===== src/rtl/sdp_ram_burst_reader_if.sv =====
// Bundles the SDP RAM read port, burst control and output stream of sdp_ram_burst_reader.
// The master modport is the reader itself; slave is the RAM/consumer/controller side.
interface sdp_ram_burst_reader_if #(
    parameter int ADDRS_WIDTH = 11,
    parameter int LEN_WIDTH   = 12
);
    logic                   start;
    logic [ADDRS_WIDTH-1:0] start_addrs;
    logic [LEN_WIDTH-1:0]   length;
    logic                   busy;
    logic                   done;
    logic                   rden;
    logic [ADDRS_WIDTH-1:0] rdaddrs;
    logic [31:0]            rddata;
    logic                   m_valid;
    logic                   m_ready;
    logic [31:0]            m_data;
    logic                   m_last;

    modport master (
        input  start, start_addrs, length, rddata, m_ready,
        output busy, done, rden, rdaddrs, m_valid, m_data, m_last
    );

    modport slave (
        output start, start_addrs, length, rddata, m_ready,
        input  busy, done, rden, rdaddrs, m_valid, m_data, m_last
    );
endinterface


===== src/rtl/sdp_ram_burst_reader.sv =====
// Burst read master for a 1-cycle-latency SDP RAM, streaming words through a 2-entry
// buffer. Reads are only issued when the buffer is guaranteed room, so stalls never drop data.
module sdp_ram_burst_reader #(
    parameter int ADDRS_WIDTH = 11,
    parameter int LEN_WIDTH   = 12
) (
    input  logic                  CLK,
    input  logic                  RESET_N,
    sdp_ram_burst_reader_if.master bus
);
    typedef enum logic [1:0] {S_IDLE, S_READ, S_DRAIN} state_e;

    state_e                 state_q, state_d;
    logic [ADDRS_WIDTH-1:0] addr_q, addr_d;
    logic [LEN_WIDTH-1:0]   remaining_q, remaining_d;
    logic                   inflight_q, inflight_d;
    logic                   inflight_last_q, inflight_last_d;
    logic [1:0]             count_q, count_d;
    logic [31:0]            data0_q, data0_d, data1_q, data1_d;
    logic                   last0_q, last0_d, last1_q, last1_d;
    logic                   busy_q, busy_d;
    logic                   done_q, done_d;

    logic                   pop;
    logic                   rden_c;
    logic [2:0]             credit;

    always_comb begin
        state_d         = state_q;
        addr_d          = addr_q;
        remaining_d     = remaining_q;
        busy_d          = busy_q;
        done_d          = 1'b0;
        data0_d         = data0_q;
        data1_d         = data1_q;
        last0_d         = last0_q;
        last1_d         = last1_q;

        pop    = (count_q != 2'd0) && bus.m_ready;
        // Occupancy the buffer will have once the read in flight lands, net of this cycle's pop.
        credit = {1'b0, count_q} + {2'b00, inflight_q} - {2'b00, pop};
        rden_c = (state_q == S_READ) && (remaining_q != '0) && (credit < 3'd2);

        inflight_d      = rden_c;
        inflight_last_d = rden_c && (remaining_q == LEN_WIDTH'(1));

        case (state_q)
            S_IDLE: begin
                if (bus.start) begin
                    if (bus.length != '0) begin
                        state_d     = S_READ;
                        addr_d      = bus.start_addrs;
                        remaining_d = bus.length;
                        busy_d      = 1'b1;
                    end else begin
                        done_d = 1'b1;
                    end
                end
            end
            S_READ: begin
                if (rden_c) begin
                    addr_d      = addr_q + ADDRS_WIDTH'(1);
                    remaining_d = remaining_q - LEN_WIDTH'(1);
                    if (remaining_q == LEN_WIDTH'(1)) state_d = S_DRAIN;
                end
            end
            S_DRAIN: begin
                if (pop && last0_q) begin
                    state_d = S_IDLE;
                    busy_d  = 1'b0;
                    done_d  = 1'b1;
                end
            end
            default: state_d = S_IDLE;
        endcase

        // Head is always entry 0; a pop shifts entry 1 down before any push lands.
        if (pop) begin
            data0_d = data1_q;
            last0_d = last1_q;
        end
        if (inflight_q) begin
            if (count_q == {1'b0, pop}) begin
                data0_d = bus.rddata;
                last0_d = inflight_last_q;
            end else begin
                data1_d = bus.rddata;
                last1_d = inflight_last_q;
            end
        end
        count_d = count_q + {1'b0, inflight_q} - {1'b0, pop};
    end

    always_ff @(posedge CLK or negedge RESET_N) begin
        if (!RESET_N) begin
            state_q         <= S_IDLE;
            addr_q          <= '0;
            remaining_q     <= '0;
            inflight_q      <= 1'b0;
            inflight_last_q <= 1'b0;
            count_q         <= 2'd0;
            data0_q         <= '0;
            data1_q         <= '0;
            last0_q         <= 1'b0;
            last1_q         <= 1'b0;
            busy_q          <= 1'b0;
            done_q          <= 1'b0;
        end else begin
            state_q         <= state_d;
            addr_q          <= addr_d;
            remaining_q     <= remaining_d;
            inflight_q      <= inflight_d;
            inflight_last_q <= inflight_last_d;
            count_q         <= count_d;
            data0_q         <= data0_d;
            data1_q         <= data1_d;
            last0_q         <= last0_d;
            last1_q         <= last1_d;
            busy_q          <= busy_d;
            done_q          <= done_d;
        end
    end

    assign bus.busy    = busy_q;
    assign bus.done    = done_q;
    assign bus.rden    = rden_c;
    assign bus.rdaddrs = addr_q;
    assign bus.m_valid = (count_q != 2'd0);
    assign bus.m_data  = data0_q;
    assign bus.m_last  = last0_q && (count_q != 2'd0);
endmodule


===== src/flat_wrapper.sv =====
// flat-port wrapper written by rule: the top's interface ports become plain ports
module sdp_ram_burst_reader_flat 
#(
    parameter int ADDRS_WIDTH = 11,
    parameter int LEN_WIDTH   = 12
)
  (CLK, RESET_N, bus_start, bus_start_addrs, bus_length, bus_rddata, bus_m_ready, bus_busy, bus_done, bus_rden, bus_rdaddrs, bus_m_valid, bus_m_data, bus_m_last);
  sdp_ram_burst_reader_if #(.ADDRS_WIDTH(ADDRS_WIDTH), .LEN_WIDTH(LEN_WIDTH)) bus_i ();
  input  logic CLK;
  input  logic RESET_N;
  input wire logic [$bits(bus_i.start)-1:0] bus_start;
  input wire logic [$bits(bus_i.start_addrs)-1:0] bus_start_addrs;
  input wire logic [$bits(bus_i.length)-1:0] bus_length;
  input wire logic [$bits(bus_i.rddata)-1:0] bus_rddata;
  input wire logic [$bits(bus_i.m_ready)-1:0] bus_m_ready;
  output wire logic [$bits(bus_i.busy)-1:0] bus_busy;
  output wire logic [$bits(bus_i.done)-1:0] bus_done;
  output wire logic [$bits(bus_i.rden)-1:0] bus_rden;
  output wire logic [$bits(bus_i.rdaddrs)-1:0] bus_rdaddrs;
  output wire logic [$bits(bus_i.m_valid)-1:0] bus_m_valid;
  output wire logic [$bits(bus_i.m_data)-1:0] bus_m_data;
  output wire logic [$bits(bus_i.m_last)-1:0] bus_m_last;
  assign bus_i.start = bus_start;
  assign bus_i.start_addrs = bus_start_addrs;
  assign bus_i.length = bus_length;
  assign bus_i.rddata = bus_rddata;
  assign bus_i.m_ready = bus_m_ready;
  assign bus_busy = bus_i.busy;
  assign bus_done = bus_i.done;
  assign bus_rden = bus_i.rden;
  assign bus_rdaddrs = bus_i.rdaddrs;
  assign bus_m_valid = bus_i.m_valid;
  assign bus_m_data = bus_i.m_data;
  assign bus_m_last = bus_i.m_last;
  sdp_ram_burst_reader #(.ADDRS_WIDTH(ADDRS_WIDTH), .LEN_WIDTH(LEN_WIDTH)) u_core (.CLK(CLK), .RESET_N(RESET_N), .bus(bus_i));
endmodule

===== config.mk =====
export PLATFORM = sky130hd
export DESIGN_NAME = sdp_ram_burst_reader_flat
export DESIGN_NICKNAME = d
export VERILOG_FILES = /design/src/rtl/sdp_ram_burst_reader_if.sv /design/src/rtl/sdp_ram_burst_reader.sv /design/src/flat_wrapper.sv
export SDC_FILE = /design/constraint.sdc
export NUM_CORES = 1
export LEC_CHECK = 0
export CAP_MARGIN = 20
export CORE_UTILIZATION = 54
export CTS_CLUSTER_DIAMETER = 200
export DETAILED_ROUTE_END_ITERATION = 16
export PLACE_DENSITY = 0.85
export SYNTH_ARGS = -nofsm -noshare
export SYNTH_HDL_FRONTEND = slang
export SYNTH_SLANG_ARGS = --single-unit

===== constraint.sdc =====
create_clock -name CLK -period 6.6 [get_ports CLK]
set_input_delay 0.99 -clock CLK [delete_from_list [all_inputs] [get_ports CLK]]
set_output_delay 0.99 -clock CLK [all_outputs]
set_load 0.01 [all_outputs]

==> summary.md <==
| Metric | Value |
|---|---|
| Status | finished, final reports clean |
| Routed Wire Length | 10.65 mm |
| Antenna violations before repair | 0 |
| Post-synth EDFFs | 0 |
| Critical path peak fanout | 5 |
| Setup Fix Bufs, Post-CTS | 0 |
| PD cells | 457.7 nW/µm² |
| # DRC | 0 |
| Routed len/inst | 16.54 µm |
| Clk_skew | 0.01402 ns |
| Clk Latency, worst-skew pair | 0.37 ns |
| Slew @ Worst Pin | 0.7638 ns |
| Clock buffer depth | 2 |
| Post-synth top cells | dfrtp_1, nand2_1, o21ai_0 |
| Combinational fraction of design power | 47.8% |
| Distinct cell type count of the synthesized netlist | 51 |
| RR Startpoint | u_core.count_q[1] |
| Clk network pwr share | 13.8% |
| Cells along the critical path | clkdlybuf4s50_1 -> and2_0 -> nand2b_1 -> nand2_1 -> ha_1 -> fa_1 -> or3_1 -> nor2_1 -> clkdlybuf4s50_1 |
| Hold path startpoint | u_core.inflight_last_q |
| DRT antenna net count | 0 |
| Top cells by area, synth | dfrtp_1, mux2_2, mux2i_1, o21ai_0, nand2_1 |
| PortBufs | 106 |
| Crit Path Category | primary input to output pin |
| Util after Layout | 73.00% |
| RSZ-0062 raised after global routing | false |
| Via/cell ratio | 5.866 |
| Final period util | 75.75% |
| P_sw | 1.056 mW |
| Iteration-0 DRC Markers | 176 |
| R2R depth | 11 |
| Worst EP arrival | 4.01 ns |
| Area share of the largest cell type after synthesis | 52.28% |
| Synth Flop Type | dfrtp_1 |
| Largest net degree at the start of global routing | 52 |
| GRT Residual Overflow | 0 |
| Reg2reg end | u_core.remaining_q[7] |
| Post-Syn Nets | 499 |
| Hold depth | 2 |
| # rows | 33 |
| Area post-placement | 5773 µm² |
| Die Wd | 94.73 µm |
| Max-slew violations | 0 |
| Core area | 8258 µm² |
| Root buffer cell | clkbuf_8 |
| Slew HR | 48.61% |
| Layout cell share with drive strength beyond 1 | 13.17% |
| IO Pins | 107 |
| GRT Util Overall | 24.49% |
| CTS clock-pin slew for the worst setup and hold paths | 0.10 ns |
| Final Worst Setup Slack | 1.600 ns |
| Hold EP | u_core.last0_q |
| Int Pwr | 1.703 mW |
| Worst min-delay path category | flop to flop |
| Synthesis Warnings | 0 |
| Ant. Diodes | 0 |
| Seq/Total Area, Yosys | 52.28% |
| P&R area growth vs syn | 29.83% |
| Minimum clock period | 5.000 ns |
| Mapped cell area | 4643 µm² |
| Nets | 599 |
| Synth Register Bits | 97 |
| Peak supply drop | 194.9 µV |
| First-pass detailed-route iteration total | 4 |
| Post-Syn Instances | 434 |
| CTS tree | yes |
| CP Launch Type | primary input |
| CP most frequent cell | clkdlybuf4s50_1 |
| Cts hold-fix bufs | 0 |
| Crit path max-delay cell type | clkdlybuf4s50_1 |
| Initial Util | 56.23% |
| Pre-CTS WS | 1.647 ns |
| Yosys top cell by area | dfrtp_1 |
| Fmax | 200.0 MHz |
| HPWL after DPL | 7.362 mm |
| Crit path capture type | output pin |
| Routability cong. | 0.8405 |
| # Max-Cap Violations | 0 |
| DR vias | 3778 |
| Num CTS Buffers | 9 |
| Synth Area per Inst | 10.70 µm² |
| Fillers | 580 |
| Design area | 6028 µm² |
| Leak pwr | 2.557 nW |
| Reg2Reg Setup Slack | 3.10 ns |
| CTS sink count | 97 |
| CP required | 5.61 ns |
| Cell with the most instances after synthesis | dfrtp_1 |
| Power share of the sequential group | 38.4% |
| Vias in the first global route | 3670 |
| Sw Ratio | 38.27% |
| # setup viols final | 0 |
| Die area | 8974 µm² |
| Final hold vios | 0 |
| Die height | 94.73 µm |
| H-tree levels | 3 |
| CTS resizes | 0 |
| Setup TNS | 0 ns |
| Slowest stage delay, CP | 0.61 ns |
| FFs w/ async S/R, synth | 100.0% |
| Global-route wire length before repair | 16.97 mm |
==> per-layer routing <==
metal / vias to the layer above / global-route usage (%) / wire length [µm]
li1: 1772 / - / -
met1: 1857 / 31.82 / 4614
met2: 136 / 41.73 / 5286
met3: 13 / 4.267 / 607
met4: 0 / 7.576 / 144
met5: - / 0 / 0
==> through the flow <==
step                hold slack (ns)  instances  power [mW]
floorplan                    0.4460        434       1.869
global route                 0.5341        644       2.949
finish                       0.5085        644       2.759
detailed placement           0.4909        626       2.369
global placement             0.4555        626       2.293
CTS                          0.5098        642       2.743
==> placed cells by master (no fill, tap or decap), types with 2 or more instances in the layout <==
cell and count:
clkdlybuf4s50_1 105, dfrtp_1 97, nand2_1 51, o21ai_0 50, mux2i_1 33, mux2_2 33
nor2_1 23, a21oi_1 21, nor3_1 13, clkbuf_8 10, nand3_1 7, buf_4 6
inv_1 5, o22ai_1 5, ha_1 5, or4_1 4, or3_1 4, nand2b_1 4
nor4_1 4, and3_1 4, o32ai_1 4, clkinv_4 4, nand4_1 3, nor2b_1 2
nor3b_1 2, nor4_2 2, o31a_1 2, o41ai_1 2, nor3_2 2, or2_2 2
o221a_2 2, o2bb2a_1 2, buf_16 2
==> layout make-up <==
cell class / count / area [µm²] / share of cell area (%)
Clock buffer: 10 / 137.6 / 2.283
Sequential cell: 97 / 2427 / 40.27
Timing Repair Buffer: 113 / 1151 / 19.09
Tap cell: 105 / 131.4 / 2.179
Clock inverter: 6 / 62.56 / 1.038
Multi-Input combinational cell: 308 / 2100 / 34.83
Inverter: 5 / 18.77 / 0.3113
==> state kept, by name, indices dropped and copies added (netlist names) <==
register / flops
u_core.count_q: 2
u_core.last0_q: 1
u_core.inflight_last_q: 1
u_core.remaining_q: 12
u_core.bus.done: 1
u_core.inflight_q: 1
u_core.bus.rdaddrs: 11
u_core.state_q: 2
u_core.data1_q: 32
u_core.bus.busy: 1
u_core.bus.m_data: 32
u_core.last1_q: 1
==> worst max-delay path, delay by kind of cell <==
family                     cells  cell delay (ns)
and+or+nand+nor                5             1.26
buffers and inverters          2             1.13
adders and majority gates      2             0.62
==> power groups by stage <==
stage / Combinational, mW / Clock, mW / Sequential, mW
2_1_floorplan: 0.784 / 0 / 1.08
3_3_place_gp: 1.25 / 0 / 1.05
3_5_place_dp: 1.30 / 0 / 1.07
4_1_cts: 1.30 / 0.386 / 1.06
5_1_grt: 1.44 / 0.413 / 1.09
6_report: 1.32 / 0.379 / 1.06
==> cells by family (layout without fill, tap and decap cells) <==
logic type	after synthesis	in the layout	synth area share, %
AO/OA/AOI/OAI	100	100	13.34
XOR/XNOR	1	1	0.1887
adder cells (fa/ha/maj)	6	6	1.779
buffers and inverters	29	134	2.910
flip-flops	97	97	52.28
multiplexers	66	66	15.12
AND/OR/NAND/NOR	135	135	14.39
==> worst max path at each step <==
stage / slack [ns] / start / end
floorplan: 2.75 / bus_m_ready / bus_rden
global placement: 1.75 / bus_m_ready / bus_rden
detailed placement: 1.65 / bus_m_ready / bus_rden
CTS: 1.62 / bus_m_ready / bus_rden
global route: 1.47 / bus_m_ready / bus_rden
finish: 1.60 / bus_m_ready / bus_rden
Note: power is estimated with default switching activity, not from simulation.
